[config.mk]
export PLATFORM = sky130hd
export DESIGN_NAME = multiword_adder_ctrl
export DESIGN_NICKNAME = d
export VERILOG_FILES = /design/src/rtl/multiword_adder_pkg.sv /design/src/rtl/carry_lookahead_adder.sv /design/src/rtl/multiword_adder_ctrl.sv
export SDC_FILE = /design/constraint.sdc
export NUM_CORES = 1
export LEC_CHECK = 0
export BUFFER_PORTS_ARGS = -buffer_cell sky130_fd_sc_hd__buf_2
export CAP_MARGIN = 15
export CORE_ASPECT_RATIO = 0.7
export CORE_MARGIN = 1
export CORE_UTILIZATION = 50
export CTS_CLUSTER_SIZE = 20
export DETAILED_ROUTE_END_ITERATION = 10
export PLACE_DENSITY = 0.76
export SLEW_MARGIN = 40
export SYNTH_ARGS = -nofsm -noshare
export SYNTH_HDL_FRONTEND = slang
export SYNTH_SLANG_ARGS = --single-unit
[constraint.sdc]
create_clock -name clk -period 10 [get_ports clk]
set_input_delay 1 -clock clk [delete_from_list [all_inputs] [get_ports clk]]
set_output_delay 1 -clock clk [all_outputs]
set_load 0.005 [all_outputs]
[src/rtl/multiword_adder_pkg.sv]
// Shared types and defaults for the multiword adder controller.
package multiword_adder_pkg;

  localparam int unsigned WIDTH_DEF = 8;
  localparam int unsigned WORDS_DEF = 4;

  typedef enum logic [1:0] {
    IDLE,
    RUN,
    DONE
  } state_t;

endpackage

[src/rtl/carry_lookahead_adder.sv]
// WIDTH-bit adder built from generate/propagate terms with a carry in and carry out.
module carry_lookahead_adder #(
  parameter int unsigned WIDTH = 8
) (
  input  logic [WIDTH-1:0] a,
  input  logic [WIDTH-1:0] b,
  input  logic             cin,
  output logic [WIDTH-1:0] sum,
  output logic             cout
);

  logic [WIDTH-1:0] g;
  logic [WIDTH-1:0] p;

  assign g = a & b;
  assign p = a ^ b;

  always_comb begin
    logic carry;
    sum   = '0;
    carry = cin;
    for (int unsigned i = 0; i < WIDTH; i++) begin
      sum[i] = p[i] ^ carry;
      carry  = g[i] | (p[i] & carry);
    end
    cout = carry;
  end

endmodule

[src/rtl/multiword_adder_ctrl.sv]
// Sequential WIDTH*WORDS-bit adder: one shared WIDTH-bit adder, one word per cycle, LSB first.
// Define MULTIWORD_ADDER_SUB_EN to add the in_sub port (a + ~b + 1 when set).
module multiword_adder_ctrl
  import multiword_adder_pkg::*;
#(
  parameter int unsigned WIDTH = WIDTH_DEF,
  parameter int unsigned WORDS = WORDS_DEF
) (
  input  logic                   clk,
  input  logic                   rst,
  input  logic                   in_valid,
  output logic                   in_ready,
  input  logic [WIDTH*WORDS-1:0] in_a,
  input  logic [WIDTH*WORDS-1:0] in_b,
  input  logic                   in_carry,
`ifdef MULTIWORD_ADDER_SUB_EN
  input  logic                   in_sub,
`endif
  output logic                   out_valid,
  input  logic                   out_ready,
  output logic [WIDTH*WORDS-1:0] out_sum,
  output logic                   out_carry
);

  localparam int unsigned   IW   = $clog2(WORDS);
  localparam logic [IW-1:0] LAST = IW'(WORDS - 1);

  state_t state;
  state_t state_next;

  logic [IW-1:0]                idx;
  logic [WORDS-1:0][WIDTH-1:0]  a_reg;
  logic [WORDS-1:0][WIDTH-1:0]  b_reg;
  logic [WORDS-1:0][WIDTH-1:0]  sum_reg;
  logic                         carry_reg;
  logic                         carry_out_reg;
  logic [WIDTH-1:0]             b_word;
  logic [WIDTH-1:0]             add_sum;
  logic                         add_cout;

`ifdef MULTIWORD_ADDER_SUB_EN
  logic sub_reg;
  assign b_word = sub_reg ? ~b_reg[idx] : b_reg[idx];
`else
  assign b_word = b_reg[idx];
`endif

  assign in_ready  = (state == IDLE);
  assign out_valid = (state == DONE);
  assign out_sum   = sum_reg;
  assign out_carry = carry_out_reg;

  carry_lookahead_adder #(.WIDTH(WIDTH)) u_cla (
    .a    (a_reg[idx]),
    .b    (b_word),
    .cin  (carry_reg),
    .sum  (add_sum),
    .cout (add_cout)
  );

  always_comb begin
    state_next = state;
    unique case (state)
      IDLE:    if (in_valid)    state_next = RUN;
      RUN:     if (idx == LAST) state_next = DONE;
      DONE:    if (out_ready)   state_next = IDLE;
      default: state_next = IDLE;
    endcase
  end

  always_ff @(posedge clk) begin
    if (rst) state <= IDLE;
    else     state <= state_next;
  end

  always_ff @(posedge clk) begin
    if (rst) begin
      idx           <= '0;
      sum_reg       <= '0;
      carry_reg     <= 1'b0;
      carry_out_reg <= 1'b0;
`ifdef MULTIWORD_ADDER_SUB_EN
      sub_reg       <= 1'b0;
`endif
    end else begin
      unique case (state)
        IDLE: if (in_valid) begin
          a_reg <= in_a;
          b_reg <= in_b;
          idx   <= '0;
`ifdef MULTIWORD_ADDER_SUB_EN
          // Subtraction seeds the chain with the +1 of two's complement.
          sub_reg   <= in_sub;
          carry_reg <= in_sub ? 1'b1 : in_carry;
`else
          carry_reg <= in_carry;
`endif
        end
        RUN: begin
          sum_reg[idx] <= add_sum;
          carry_reg    <= add_cout;
          idx          <= idx + IW'(1);
          if (idx == LAST) carry_out_reg <= add_cout;
        end
        default: ;
      endcase
    end
  end

endmodule

Word-level counts from Yosys, hierarchy flattened
Index checks and enable logic that the tools add are counted.
{"block": "totals", "n_memories": 0, "reg_bits": 102, "mem_bits_ro": 0, "in_bits": 69, "mem_bits_rw": 0, "elab_cells": 74, "latchBits": 0, "out_inout_bits": 35}
{"block": "classes", "n_mul": 0, "div": 0, "addsub": 1, "n_reduce_logical": 7, "muxes": 15, "n_shift": 0, "n_eq_ne": 6, "bitwise_logic": 27, "n_lt_le_gt_ge": 2}
{"operator": "8-bit binary-select mux with 2-bit select", "n": 2}
{"operator": "32-bit bitwise mux", "n": 1}
{"operator": "8-bit 2-to-1 mux", "n": 3}
{"operator": "8-bit demux with 2-bit select", "n": 1}
{"operator": "1-bit bitwise AND", "n": 8}
{"operator": "8-bit bitwise AND", "n": 1}
{"operator": "2-bit 2-to-1 mux", "n": 4}
{"operator": "1-bit bitwise OR", "n": 8}
{"operator": "1-bit bitwise XOR", "n": 8}
{"operator": "8-bit bitwise XOR", "n": 1}
{"operator": "2-bit one-hot mux with 3 select lines", "n": 1}
{"operator": "3-bit AND reduction", "n": 2}
{"operator": "2-bit equality test (second input constant)", "n": 2}
{"operator": "2-bit != test (second input constant)", "n": 2}
{"operator": "2-bit one-hot mux with 2 select lines", "n": 1}
{"operator": "2-bit AND reduction", "n": 2}
{"operator": "2-bit by 3-bit less-than comparator with 1-bit output (second input constant)", "n": 1}
{"operator": "2-bit by 1-bit adder with 2-bit output (second input constant)", "n": 1}
{"operator": "2-bit by 1-bit equality test with 1-bit output (second input constant)", "n": 1}
{"operator": "2-bit by 1-bit greater-or-equal comparator with 1-bit output (second input constant)", "n": 1}
{"operator": "2-bit logical NOT", "n": 1}
{"operator": "2-bit by 1-bit != test with 1-bit output (second input constant)", "n": 1}
{"operator": "1-bit one-hot mux with 2 select lines", "n": 1}
{"operator": "2-bit nonzero test", "n": 1}
{"operator": "3 further kinds", "n": 3}

Depth between registers and ports, before layout
{"block": "logic_depth", "depth_word": 20, "depth_mapped": 15, "ltp_nobuf": 14}

Hierarchy
From an unflattened synthesis, not the netlist that was laid out.
{"block": "unflattened", "cells_unflattened": 284, "area_unflattened_um2": 4037.6}
{"module": "multiword_adder_ctrl", "n_inst": 1, "cells_each": 266, "seq_area_each_um2": 2682.6, "area_per_inst_um2": 3839.9}
{"module": "carry_lookahead_adder", "n_inst": 1, "cells_each": 18, "seq_area_each_um2": 0.0, "area_per_inst_um2": 197.7}

Least setup slack after synthesis
Ideal clock, no wire load.
{"block": "synth_path", "kind": "input-to-reg", "start": "input port rst", "end": "register a_reg[0] (netlist bit), enable pin", "stages": 2, "setup_slack_ns": 3.817, "n_path_buf": 1, "setup_time_ns": 0.565, "required_ns": 9.435, "arrival_time_ns": 5.618, "path_cell_list": "clkbuf_1 > nor3_1"}
{"block": "synth_between", "elab_chain_cells": 2}
{"item": "start, declared", "line": "multiword_adder_ctrl.sv:10", "rtl": "input logic rst,"}
{"item": "1-bit inverter (no line)"}
{"item": "3-bit AND reduction (no line)"}
{"item": "end signal, assigned", "line": "multiword_adder_ctrl.sv:88", "rtl": "a_reg <= in_a;"}
{"item": "end, declared", "line": "multiword_adder_ctrl.sv:32", "rtl": "logic [WORDS-1:0][WIDTH-1:0] a_reg;"}
No other way between the ends.
A chain may end at the register's enable or synchronous reset.

Worst setup path in the final report
{"block": "layout_path", "start": "register idx[0]", "end": "register sum_reg (netlist bit out_sum[31])"}
{"block": "layout_between", "elab_chain_cells": 19, "elab_cells_between_ends": 27, "cone_classes": "order compare: 2; mux: 7; bitwise: 17; reduce/logical: 1"}
{"item": "start, declared", "line": "multiword_adder_ctrl.sv:31", "rtl": "logic [IW-1:0] idx;"}
{"item": "start signal, assigned", "line": "multiword_adder_ctrl.sv:102", "rtl": "idx <= idx + IW'(1);"}
{"item": "8-bit binary-select mux with 2-bit select (on tied branches)", "line": "multiword_adder_ctrl.sv:54, multiword_adder_ctrl.sv:45"}
{"item": "8-bit 2-to-1 mux (on tied branches)", "line": "multiword_adder_ctrl.sv:54, multiword_adder_ctrl.sv:45"}
{"item": "8-bit bitwise XOR", "line": "carry_lookahead_adder.sv:16", "rtl": "assign p = a ^ b;"}
{"item": "1-bit bitwise AND", "line": "carry_lookahead_adder.sv:24", "rtl": "carry = g[i] | (p[i] & carry);"}
{"item": "1-bit bitwise OR", "line": "carry_lookahead_adder.sv:24"}
{"item": "1-bit bitwise AND", "line": "carry_lookahead_adder.sv:24"}
{"item": "1-bit bitwise OR", "line": "carry_lookahead_adder.sv:24"}
{"item": "1-bit bitwise AND", "line": "carry_lookahead_adder.sv:24"}
{"item": "[... 3 more ...]"}
{"item": "1-bit bitwise AND", "line": "carry_lookahead_adder.sv:24"}
{"item": "1-bit bitwise OR", "line": "carry_lookahead_adder.sv:24"}
{"item": "1-bit bitwise AND", "line": "carry_lookahead_adder.sv:24"}
{"item": "1-bit bitwise OR", "line": "carry_lookahead_adder.sv:24"}
{"item": "1-bit bitwise AND", "line": "carry_lookahead_adder.sv:24"}
{"item": "1-bit bitwise OR", "line": "carry_lookahead_adder.sv:24"}
{"item": "1-bit bitwise XOR", "line": "carry_lookahead_adder.sv:23", "rtl": "sum[i] = p[i] ^ carry;"}
{"item": "32-bit bitwise mux (*)", "line": "multiword_adder_ctrl.sv:100", "rtl": "sum_reg[idx] <= add_sum;"}
{"item": "end signal, assigned by index", "line": "multiword_adder_ctrl.sv:100"}
{"item": "end, declared", "line": "multiword_adder_ctrl.sv:34", "rtl": "logic [WORDS-1:0][WIDTH-1:0] sum_reg;"}
Mark *: on every way between the ends. The rest lies on a longest branch, timed or not. The select of a mux whose other input is x is not followed.

==> out/summary.txt <==
Status = finished clean
Post-synth net total = 351
Initial antenna violation count = 0
Kind of critical path = register to register
Endpoint type of the worst setup path = register
Routed WL = 7600 µm
CTS clk-pin slew, worst paths = 70 ps
Ports = 104
CP Launch Type = register
Yosys top cell area share = 48.0%
Vias in the first global route = 2348
Clk_skew = 9.57 ps
Synth top cells by count = edfxtp_1 (64), nand2_1 (48), dfxtp_1 (38)
Total gr overflow = 0
Gr usage total = 19.6%
Sequential share of the synthesized area = 67.0%
Pwr dens = 185 nW/µm²
Max H-tree Level = 3
Layout cells sized above 1 = 35.3%
Top post-synthesis cells by area = edfxtp_1 (48%), dfxtp_1 (19%), mux4_1 (5.2%)
Vias = 2405
Final period util = 51.8%
WL/cell = 16.0 µm
Multi-input gate area = 1200 µm²
Critical path peak fanout = 11
Synth area leader = edfxtp_1
Async set-reset flop share out of synthesis = 0%
Finish-stage setup viols = 0
First-pass GRT wire length = 11900 µm
Clock Sink Count = 102
Min-Delay Path Depth = 2
Die area = 8380 µm²
Core Area = 7510 µm²
Via density = 5.06
Synth unique cells = 28
Nets = 453
Crit path cell chain = buf_4 -> mux4_1 -> inv_1 -> fa_1 -> inv_1 -> fa_1 -> fa_1 -> fa_1 -> fa_1 -> fa_1 -> fa_1 -> inv_1 -> fa_1 -> a211oi_1
YS warnings = 0
R2R Setup Slk = 4820 ps
Reg2reg start = idx[0]
Setup ws final = 4820 ps
Synth Register Bits = 102
Syn_area_per_cell = 14.8 µm²
Slew of the pin with the lowest slew margin = 778 ps
Final Max Tran Viols = 0
Minimum clock period = 5180 ps
Die Ht = 76.9 µm
Reg2reg path depth = 14
Reg area = 2680 µm²
Cell row count = 26
CP Data Arrival Time = 5430 ps
Post-synth EDFFs = 64
Hold wc startpoint = out_sum[21]
CP most frequent cell = fa_1
Number of remaining DRC errors = 0
Post-Syn Area = 4010 µm²
CTS Buf Count = 9
Hold path endpoint = out_sum[21]
Peak supply drop = 0.101 mV
Final count of hold timing violations = 0
CTS Buffer Depth = 2
Starting Density = 53.3%
Setup Slack @ Placement = 4800 ps
N_diodes = 0
CTS tree = done
Pin count of the biggest net entering global routing = 65
Final ANT Viol Nets = 0
Clock latency on the worst-skew pair = 350 ps
Fmax = 0.193 GHz
Setup TNS Final = 0 ps
Dpl hpwl = 5430 µm
Die X = 109 µm
Port bufs = 103
DR pass1 iterations = 5
Max-cap violations = 0
CP Data Required Time = 10250 ps
Slowest CP cell = dfxtp_1
Cells after Synth = 270
1st-iter DRT viols = 109
Post-CTS Setup Inserts = 0
Gpl congestion = 0.788
# resized after CTS = 0
Largest stage delay, worst path = 710 ps
RSZ-0062 raised after global routing = no
Synth-to-layout area growth = 21.1%
Hold WC Path Type = register to register
Hold Buf Count CTS = 0
Most frequent cell after synthesis = edfxtp_1
Fill cells = 556
Leakage = 1.89 nW
CTS Root Cell = clkbuf_16
Dominant synthesized flop cell = edfxtp_1
Relative slew slack = 48.1%
Worst R2R End = out_sum[31]
-- layout by cell type (no fill, tap or decap), types with 8 or more instances in the layout --
| cell | synthesis | layout |
|---|---|---|
| a211oi_1 | 10 | 10 |
| a21oi_1 | 26 | 26 |
| buf_2 | 6 | 103 |
| clkbuf_16 | 0 | 9 |
| dfxtp_1 | 38 | 37 |
| edfxtp_1 | 64 | 64 |
| fa_1 | 8 | 8 |
| inv_1 | 9 | 9 |
| mux4_1 | 8 | 8 |
| mux4_2 | 8 | 8 |
| nand2_1 | 48 | 48 |
| nor2_1 | 13 | 13 |
-- per-layer routing --
metal	GRT usage, %	vias to the layer above	share of wire, %
met3	7.06	11	7.2
met4	5.95	0	1.4
li1	-	1188	-
met1	28.1	1115	48
met2	28.1	91	43
met5	0	-	0
-- cell type report --
type / instances / share of cell area, %
repair buffers: 105 / 10.9
inverters: 9 / 0.696
flip-flops and latches: 102 / 55.3
clock inverters: 7 / 1.26
clock buffers: 9 / 4.64
multi-input cells: 145 / 24.6
well taps: 98 / 2.53
-- stage by stage --
stage,util [%],hold slack (ps),instance area (µm²),power (mW),std cells
after floorplan,-,453,4010,0.539,270
after global placement,60.8,439,4570,0.571,459
after detailed placement,60.8,444,4570,0.574,459
after CTS,64.6,453,4850,0.905,475
after global routing,64.6,473,4850,0.933,475
final,64.6,452,4850,0.899,475
-- power breakdown --
group | switching [mW] | total (mW) | internal, mW | leakage, nW
clock | 0.159 | 0.334 | 0.174 | 0.141
combinational | 0.0484 | 0.0895 | 0.0411 | 0.847
sequential | 0.00932 | 0.476 | 0.466 | 0.903
-- how the worst max path moves through the flow --
stage / end / cells past startpoint / from / slack [ps]
finish: out_sum[31] / 14 / idx[0] / 4820
global route: out_sum[31] / 14 / idx[0] / 4480
CTS: out_sum[31] / 14 / idx[0] / 4760
detailed placement: out_sum[7] / 14 / idx[0] / 4800
global placement: out_sum[23] / 14 / idx[0] / 4980
floorplan: a_reg[0] / 2 / rst / 3820
-- worst max-delay path: cells and delay by family, from the launching register on --
family	cells	cell delay [ps]
DFF	1	710
AOI/OAI and AO/OA	1	240
adders and majority gates	8	2980
muxes	1	580
buffers and inverters	4	560
-- logic make-up after synthesis --
kind of cell,Yosys count,share of synthesized area [%]
compound gates,40,6.06
mux,17,9.99
simple gates,76,8.43
fa+ha+maj,12,5.25
buf+inv,23,3.31
flops,102,67.0
No activity file was read; power rests on OpenSTA's default activity.
